### config.mk
export PLATFORM = sky130hd
export DESIGN_NAME = serial_addsub_core
export DESIGN_NICKNAME = d
export VERILOG_FILES = /design/src/rtl/serial_addsub_core.sv
export SDC_FILE = /design/constraint.sdc
export NUM_CORES = 1
export LEC_CHECK = 0
export CORE_ASPECT_RATIO = 0.6
export CORE_UTILIZATION = 23
export DETAILED_ROUTE_END_ITERATION = 12
export PLACE_DENSITY_LB_ADDON = 0.15
export SYNTH_ARGS = -nofsm -noshare
export SYNTH_HDL_FRONTEND = slang
export SYNTH_SLANG_ARGS = --single-unit
### constraint.sdc
create_clock -name clk -period 1.95 [get_ports clk]
set_clock_uncertainty 0.05 [all_clocks]
set_input_delay 0.2925 -clock clk [delete_from_list [all_inputs] [get_ports clk]]
set_output_delay 0.2925 -clock clk [all_outputs]
set_load 0.01 [all_outputs]
### src/rtl/serial_addsub_core.sv
// Multi-cycle serial adder/subtractor: DIGIT bits per clock through a registered carry.
// Subtraction is A + ~B + ~Cin, so Cout=1 means "no borrow".
module serial_addsub_core #(
  parameter int WIDTH = 32,
  parameter int DIGIT = 1
) (
  input  logic             clk,
  input  logic             rst_n,
  input  logic             start,
  input  logic             sub,
  input  logic [WIDTH-1:0] A,
  input  logic [WIDTH-1:0] B,
  input  logic             Cin,
  output logic [WIDTH-1:0] Sum,
  output logic             Cout,
  output logic             Ovf,
  output logic             busy,
  output logic             done,
  output logic             dbg_state_o
);

  localparam int N  = WIDTH / DIGIT;
  localparam int CW = (N > 1) ? $clog2(N) : 1;

  typedef enum logic {IDLE = 1'b0, RUN = 1'b1} state_t;

  state_t           state_q;
  logic [WIDTH-1:0] a_sr_q, b_sr_q, r_sr_q, sum_q;
  logic [CW-1:0]    cnt_q;
  logic             c_q, cout_q, ovf_q, done_q;

  logic [DIGIT:0]   s_d;
  logic [WIDTH-1:0] r_sr_d;
  logic             c_msb_in_d;
  logic             last_d;

  always_comb begin
    s_d        = {1'b0, a_sr_q[DIGIT-1:0]} + {1'b0, b_sr_q[DIGIT-1:0]} + {{DIGIT{1'b0}}, c_q};
    r_sr_d     = WIDTH'({s_d[DIGIT-1:0], r_sr_q} >> DIGIT);
    // Carry into the top bit of this digit, recovered from the sum bit and its operands.
    c_msb_in_d = s_d[DIGIT-1] ^ a_sr_q[DIGIT-1] ^ b_sr_q[DIGIT-1];
    last_d     = (cnt_q == CW'(N - 1));
  end

  always_ff @(posedge clk or negedge rst_n) begin
    if (!rst_n) begin
      state_q <= IDLE;
      a_sr_q  <= '0;
      b_sr_q  <= '0;
      r_sr_q  <= '0;
      sum_q   <= '0;
      cnt_q   <= '0;
      c_q     <= 1'b0;
      cout_q  <= 1'b0;
      ovf_q   <= 1'b0;
      done_q  <= 1'b0;
    end else begin
      done_q <= 1'b0;
      case (state_q)
        IDLE: begin
          if (start) begin
            a_sr_q  <= A;
            b_sr_q  <= sub ? ~B : B;
            c_q     <= Cin ^ sub;
            cnt_q   <= '0;
            state_q <= RUN;
          end
        end
        RUN: begin
          a_sr_q <= a_sr_q >> DIGIT;
          b_sr_q <= b_sr_q >> DIGIT;
          r_sr_q <= r_sr_d;
          c_q    <= s_d[DIGIT];
          cnt_q  <= cnt_q + CW'(1);
          if (last_d) begin
            sum_q   <= r_sr_d;
            cout_q  <= s_d[DIGIT];
            ovf_q   <= c_msb_in_d ^ s_d[DIGIT];
            done_q  <= 1'b1;
            state_q <= IDLE;
          end
        end
        default: state_q <= IDLE;
      endcase
    end
  end

  assign Sum         = sum_q;
  assign Cout        = cout_q;
  assign Ovf         = ovf_q;
  assign done        = done_q;
  assign busy        = (state_q == RUN);
  assign dbg_state_o = state_q;

endmodule

### Yosys cells after proc, flatten, opt, wreduce, memory -nomap -nowiden

Index checks and enable logic that the tools add are counted.

* shift operators: 0
* multiply operators: 0
* reductions and logical operators: 1
* muxes and demuxes: 14
* add/sub/neg operators: 3
* bitwise operators: 6
* div/mod/pow operators: 0
* order comparisons: 0
* equal/unequal tests: 2

Operator list (number)
* $pmux W32 S2: 2
* $mux W32: 3
* $not A32 Y32: 1
* $pmux W5 S2: 1
* $add A5 B1 Y5 const B: 1
* $eq A5 B5 Y1 const B: 1
* $mux W1: 5
* $mux W5: 1
* $pmux W1 S2: 2
* $xor A1 B1 Y1: 4
* $add A1 B1 Y2: 1
* $add A2 B1 Y2: 1
* $ne A2 B2 Y1 const B: 1
* $reduce_and A2 Y1: 1
* $not A1 Y1: 1

* flip-flop bits (word level): 138
* bits in latches: 0
* bits in writable memories: 0
* memories kept: 0
* ROM bits: 0
* output and inout bits: 37
* bits of input ports: 69

### Depth between registers and ports, before layout

Gate-level depths: netlist of run 1.

* depth after elaboration: 5
* depth in mapped cells: 7

### Worst setup path before layout of run 1

Ideal clock, no wire load.

* path type: flip-flop to flip-flop
* from: reg cnt_q[0]
* to: reg sum_q[10], in the netlist Sum[10]
* cell stages (with the launch flop): 7
* library setup time: 0.125 ns
* required time: 1.775 ns
* data arrival time: 1.590 ns
* path buffers: 1
* setup slack: 0.184 ns
* cell sequence: dfrtp_1 > ha_1 > and3_1 > ha_1 > nand2_4 > buf_6 > mux2_4

* longest elaborated chain between the ends: 2

Ends and longest elaborated chain
* start: declaration: line 29 `logic [CW-1:0] cnt_q;`
* start signal: assignment: line 74 `cnt_q <= cnt_q + CW'(1);`
* $eq A5 B5 Y1: line 42 `last_d = (cnt_q == CW'(N - 1));`
* $reduce_and A2 Y1 (no source line)
* end signal: assignment: line 76 `sum_q <= r_sr_d;`
* end: declaration: line 28 `logic [WIDTH-1:0] a_sr_q, b_sr_q, r_sr_q, sum_q;`

No other way between the ends.
A chain may end at the register's enable or synchronous reset.

### Worst setup path in the final report of run 1

* from: reg cnt_q[1]
* to: reg sum_q[24], in the netlist Sum[24]

Same word-level chain as after synthesis.

==> summary.md, run 1 <==
• 0.43 ns — clock insertion delay at the later pin of the skew report
• 3778 — DR vias
• 46 — floorplan row count
• 1.00 — async set-reset flop share out of synthesis
• dfrtp_1, mux2_4, mux2i_1, xor2_1, nand2_1 — dominant cells by area after synthesis
• 0 — number of antenna cells inserted
• 2 — clk buf depth
• ha_1 — cell mode on critical path
• 6380 um2 — Mapped Area
• 0.40 ns — worst stage delay on the critical path
• 131 um — die boundary height
• 0 — Remaining DRCs
• 0 — postcts setup bufs
• flip-flop — kind of end point of the critical path
• dfrtp_1 — Synth area leader
• 0 — final-report max-slew violation count
• 17 — number of buffers created by CTS
• 137 — # clock sinks
• 0.103 — total global-route track usage
• 106 — IO Pins
• 105 — quantity of I/O buffers inserted on ports
• 4047 — number of global-route vias before repair
• 490 — instance count of the mapped netlist
• 13.0 um2 — Syn Area/Cell
• 0.190 — ratio of cells with drive above 1 in the final layout
• 0 — final hold violation count
• 0 — CTS resizes
• 0 — count of synthesis-stage warnings from yosys
• 0.238 — starting density of the core
• 137 — count of state elements after synthesis
• 538 MHz — peak clock frequency supported by timing
• 0 — count of maximum capacitance violations
• dfrtp_1 — standard cell with the maximum stage delay on the critical path
• 1 — post-cts hold buffer count
• 0.146 — fraction of met2 tracks used by global routing
• 2737 — Layout fillers
• input port to asynchronous set/reset pin — classification of the worst-slack hold path
• 31.7% — synthesis-to-finish area growth
• 665 — Layout Nets
• met2 — busiest grt layer
• dfrtp_1 — Synth Flop Type
• no — unrepaired setup endpoints after global routing
• 966 — count of placed standard cells in the final layout, fillers left out
• 0.538 — top cell type's share of synthesized area
• 0.696 — GP Congestion
• 2.21 ns — data required time at the worst endpoint
• dfrtp_1, nand2_1, mux2i_1 — top post-synthesis cells by count
• 27 — synth unique cells
• 0.446 ns — Tightest Pin Transition
• 0.06 ns — clock input transition at the sequential cells of the worst setup and hold paths
• 0 — aggregate global routing overflow
• 15 — maximum fanout encountered on the critical timing path
• 22.2 mm — first-pass GRT wire length
• flip-flop to flip-flop — CP Class
• 0.530 mV — largest vdd supply drop
• dfrtp_1 — most repeated cell in the gate-level netlist after synthesis
• cnt_q[1] — origin of the worst setup path
• 1390 nW/um2 — power per unit of standard cell area
• 3.91 — via-per-instance ratio
• flip-flop — kind of start point of the critical path
• 13.4 mm — total routed wirelength
• 2.11 ns — arrival time worst endpoint
• clkbuf_16 — clock root cell
• 26800 um2 — core area
• 4 — total iterations of the first detailed-routing run
• 0 — final setup violation count
• 8.85 mm — placed wire-length estimate after detailed placement
• 13.9 um — wire length per cell
• 0.953 — fraction of the cycle the final worst path needs
• 0 — number of flops mapped to enable cells by yosys
• 28400 um2 — full die area
• 0.0479 — met3 track demand over resource
• 0.140 — GR met1 Demand/Resource
• 0.538 — sequential area share after synthesis
• 933 — Cell Count Post-Placement
• 4 — number of levels in the clock H-tree
• 0 ns — total negative slack
• 562 — Mapped Nets
• built — TritonCTS clock tree
• 96 — pin count of the biggest net entering global routing
• 0 — antenna-violating nets left
• 1 — antenna violations before repair
• complete, no violations — outcome
• 217 um — Chip Width
• 0.703 — Rel. slew slack
• 3.97 nW — total leakage power
• 1.86 ns — fin crit period
• 242 — count of routing violations after the opening detailed-route iteration
• cnt_q[1] — source of the worst register-to-register timing path
• ha_1 > and3_1 > ha_1 > nand2_4 > buf_12 > mux2_4 — critical path cell sequence
cells in the final DEF (no fill, tap or decap), drive strengths merged:
cell,n
nand2b,2
dfrtp,137
clkdlybuf4s50,102
xnor2,5
bufinv,3
mux2i,66
clkbuf,17
dlygate4sd3,1
a21o,1
ha,2
clkinvlp,2
nand3,1
nor3b,1
inv,4
a22o,1
a211oi,1
nand2,68
o21ai,66
and3,1
mux2,64
nor2,3
xor2,33
fa,1
clkinv,8
buf,16
area by class of cell:
class,instances,area [um2],area share
Clock buffer,17,425,0.0507
Clock inverter,15,174,0.0207
Inverter,2,7.51,0.000894
Multi-Input combinational cell,316,2640,0.315
Sequential cell,137,3430,0.409
Tap cell,360,450,0.0537
Timing Repair Buffer,119,1260,0.151
cells by family after synthesis:
group,count (synthesis),share of synthesized area
adders and majority gates,3,0.00706
buffers and inverters,37,0.0481
muxes,130,0.251
xor gates and xnor gates,38,0.0522
AOI/OAI and AO/OA,69,0.0555
DFF,137,0.538
and+or+nand+nor,76,0.0487
flip-flops by register name (all words and copies together), names as in the netlist:
name    count
r_sr_q     31
Ovf         1
done        1
cnt_q       5
b_sr_q     32
Cout        1
c_q         1
Sum        32
a_sr_q     32
busy        1
per-layer routing:
layer  share of wire  vias up
met5         0.00082        -
met4           0.010        2
met3           0.063       13
met2            0.41       69
met1            0.51     1818
li1                -     1876
through the flow:
stage                     power [mW]  hold slack [ns]  setup slack (ns)  utilization  cell area, um2
after floorplan                 7.11          -0.0531             0.184            -            6380
after global placement          8.39            0.196             0.126        0.290            7790
after detailed placement        8.48            0.198            0.0935        0.290            7790
after CTS                       11.9            0.308            0.0759        0.313            8400
after global routing            12.5            0.322           0.00926        0.313            8400
final                           11.7            0.298            0.0915        0.313            8400
final timing paths:
path,slack [ns],cells past startpoint,end
setup / recovery,0.09,6,Sum[24]
hold / removal,0.30,2,a_sr_q[16]
setup reg to reg,0.09,6,Sum[24]
hold reg to reg,0.43,2,a_sr_q[4]
max in group asynchronous,0.97,3,busy
min in group clk,0.34,3,cnt_q[2]
report_power, final:
part | switching [mW] | total [mW] | internal, mW
clock | 1.28 | 3.29 | 2.01
combinational | 1.35 | 3.59 | 2.24
sequential | 0.775 | 4.78 | 4.01
worst max-delay path, delay by kind of cell (launching register included):
family | cells | cell delay (ns)
fa+ha+maj | 2 | 0.43
flops | 1 | 0.40
simple gates | 2 | 0.34
mux | 1 | 0.31
buf+inv | 1 | 0.19
(Power assumes the default switching activity.)
==> run 2: changes to the inputs <==
Settings changed: REMOVE_ABC_BUFFERS set to 1.
==> run 2 against run 1 <==
Largest power group unchanged. Sequential share of layout area grew 0.092 points. Highest routed layer unchanged. Critical endpoint is now dbg_state_o. Register-to-register slack is essentially flat. Sequential cell count is the same.
==> summary.md, run 2 (synthesis gave the netlist of run 1 again) <==
• 0 — postcts setup bufs, unchanged
• 0.687 — GP Congestion, -1.2%
• 0 — number of antenna cells inserted, unchanged
• 22.1 mm — first-pass GRT wire length, -0.49%
• complete, no violations — outcome
• 0.08 ns — setup slack of the worst register-to-register path, about the same
• 0.238 — starting density of the core, unchanged
• 0.43 ns — clock insertion delay at the later pin of the skew report, about the same
• 3430 um2 — area of all sequential standard cells, unchanged
• 11.7 mW — Final Total Pwr, about the same
• 0 ns — total negative slack, unchanged
• 106 — IO Pins, unchanged
• 217 um — Chip Width, unchanged
• 0 — final setup violation count, unchanged
• 0.439 ns — Tightest Pin Transition, -0.00682 ns
• 0.573 mV — largest vdd supply drop, +8.1%
• 17 — number of buffers created by CTS, unchanged
• 8.94 mm — placed wire-length estimate after detailed placement, +1.0%
• built — TritonCTS clock tree
• busy — origin of the worst setup path
• clkdlybuf4s50_1 — critical path cell sequence
• flip-flop — kind of start point of the critical path
• 0.06 ns — clock input transition at the sequential cells of the worst setup and hold paths, about the same
• 13.8 um — wire length per cell, -0.36%
• no — unrepaired setup endpoints after global routing
• 3834 — DR vias, +1.5%
• 5 — total iterations of the first detailed-routing run, +1
• primary output — kind of end point of the critical path
• 0 — final hold violation count, unchanged
• flip-flop to primary output — CP Class
• 1.61 ns — data required time at the worst endpoint, -0.60 ns
• 3.96 — via-per-instance ratio, +1.3%
• 668 — Layout Nets, +0.45%
• 0.707 — Rel. slew slack, +0.00455
• 46 — floorplan row count, unchanged
• 31.4% — synthesis-to-finish area growth
• 0 — CTS resizes, unchanged
• 137 — # clock sinks, unchanged
• 0 — final-report max-slew violation count, unchanged
• 0 — antenna-violating nets left, unchanged
• 2 — clk buf depth, unchanged
• 3.95 nW — total leakage power, -0.39%
• buffers and inverters — cell type group with the largest total delay on the critical path
• 1.53 ns — arrival time worst endpoint, -0.58 ns
• Sum[19] — endpoint of the lowest-slack register-to-register path
• clkdlybuf4s50_1 — standard cell with the maximum stage delay on the critical path
• 6 — reg2reg path depth, unchanged
• 4 — number of levels in the clock H-tree, unchanged
• 28400 um2 — full die area, unchanged
• dfrtp_1 — most common library cell in the layout ignoring fill and taps
• 131 um — die boundary height, unchanged
• 161 — count of routing violations after the opening detailed-route iteration, -33%
• 1390 nW/um2 — power per unit of standard cell area, +0.23%
• 3910 — number of global-route vias before repair, -3.4%
• 0.103 — total global-route track usage, -0.000120
• 0 — count of maximum capacitance violations, unchanged
• 1 — antenna violations before repair, unchanged
• 2736 — Layout fillers, -0.037%
• 8380 um2 — post-route cell area, -0.22%
• 0.58 ns — worst stage delay on the critical path, +0.18 ns
• 1.88 ns — fin crit period, +0.0190 ns
• 13.4 mm — total routed wirelength, -0.15%
• 26800 um2 — core area, unchanged
• dfrtp_1, clkdlybuf4s50_1, nand2_1, mux2i_1, mux2_4 — highest-count cells in the layout ignoring fill and taps
• 97 — pin count of the biggest net entering global routing, +1.0%
• input port to asynchronous set/reset pin — classification of the worst-slack hold path
• cnt_q[1] — source of the worst register-to-register timing path
• 0 — Remaining DRCs, unchanged
• 0.189 — ratio of cells with drive above 1 in the final layout, -0.000624
• 0 — aggregate global routing overflow, unchanged
• clkbuf_16 — clock root cell
• 7 — maximum fanout encountered on the critical timing path, -8
• 105 — quantity of I/O buffers inserted on ports, unchanged
• 2640 um2 — area of the multi-input gates, unchanged
• 533 MHz — peak clock frequency supported by timing, -1.0%
• 1 — count of buffer and inverter cells on the critical path, unchanged
• 0.963 — fraction of the cycle the final worst path needs, +0.00973
• 7770 um2 — dpl cell area, -0.19%
[run 2: through the flow]
stage	std cells	util	setup slack, ns	hold WS, ns
6_report	968	0.312	0.0725	0.310
5_1_grt	968	0.312	0.00461	0.325
4_1_cts	968	0.312	0.0278	0.297
3_5_place_dp	936	0.290	0.0616	0.203
3_3_place_gp	936	0.290	0.0975	0.203
2_1_floorplan	455	-	-3.41	-0.0531
[run 2: area by class of cell]
type | instances | area share
clock inverter | 11 | 0.0178
clock buffer | 20 | 0.0533
timing repair buffer | 122 | 0.149
multi-input combinational | 316 | 0.315
sequential | 137 | 0.410
tap | 360 | 0.0538
inverter | 2 | 0.000896
[run 2: metal layers]
metal  part of all wire  vias to the layer above  global-route usage
li1                   -                     1887                   -
met3              0.057                       18              0.0433
met2               0.39                       81               0.142
met1               0.54                     1846               0.141
met4              0.015                        2              0.0423
met5            0.00082                        -                   0
[run 2: worst max-delay path by stage]
stage | to | slack, ns | depth (start not counted)
6_report | dbg_state_o | 0.07 | 1
5_1_grt | Sum[2] | 0.005 | 6
4_1_cts | dbg_state_o | 0.03 | 1
3_5_place_dp | Sum[19] | 0.06 | 6
3_3_place_gp | Sum[18] | 0.1 | 6
2_1_floorplan | Sum[10] | -3.41 | 2
[run 2: worst register-to-register path, stage by stage, from the launching register on]
cell     delay [ns]
dfrtp_1        0.40
ha_1           0.21
and3_1         0.19
ha_1           0.22
nand2_4        0.18
buf_4          0.21
mux2_4         0.31
[run 2: report_power, final]
group	internal, mW	switching, mW	leakage (nW)
sequential	4.01	0.823	1.78
clock	2.04	1.26	0.282
combinational	2.23	1.31	1.89
[run 2: repair_timing]
item	4_1_cts	5_1_grt
hold endpoints to repair	39	0
setup endpoints to repair	0	1
hold buffers	1	0
==> run 3: changes to the inputs <==
Settings changed: SLEW_MARGIN set to 20.
==> results of run 3 <==
Same layout as run 2: the final DEF is identical, and so are final timing and power.
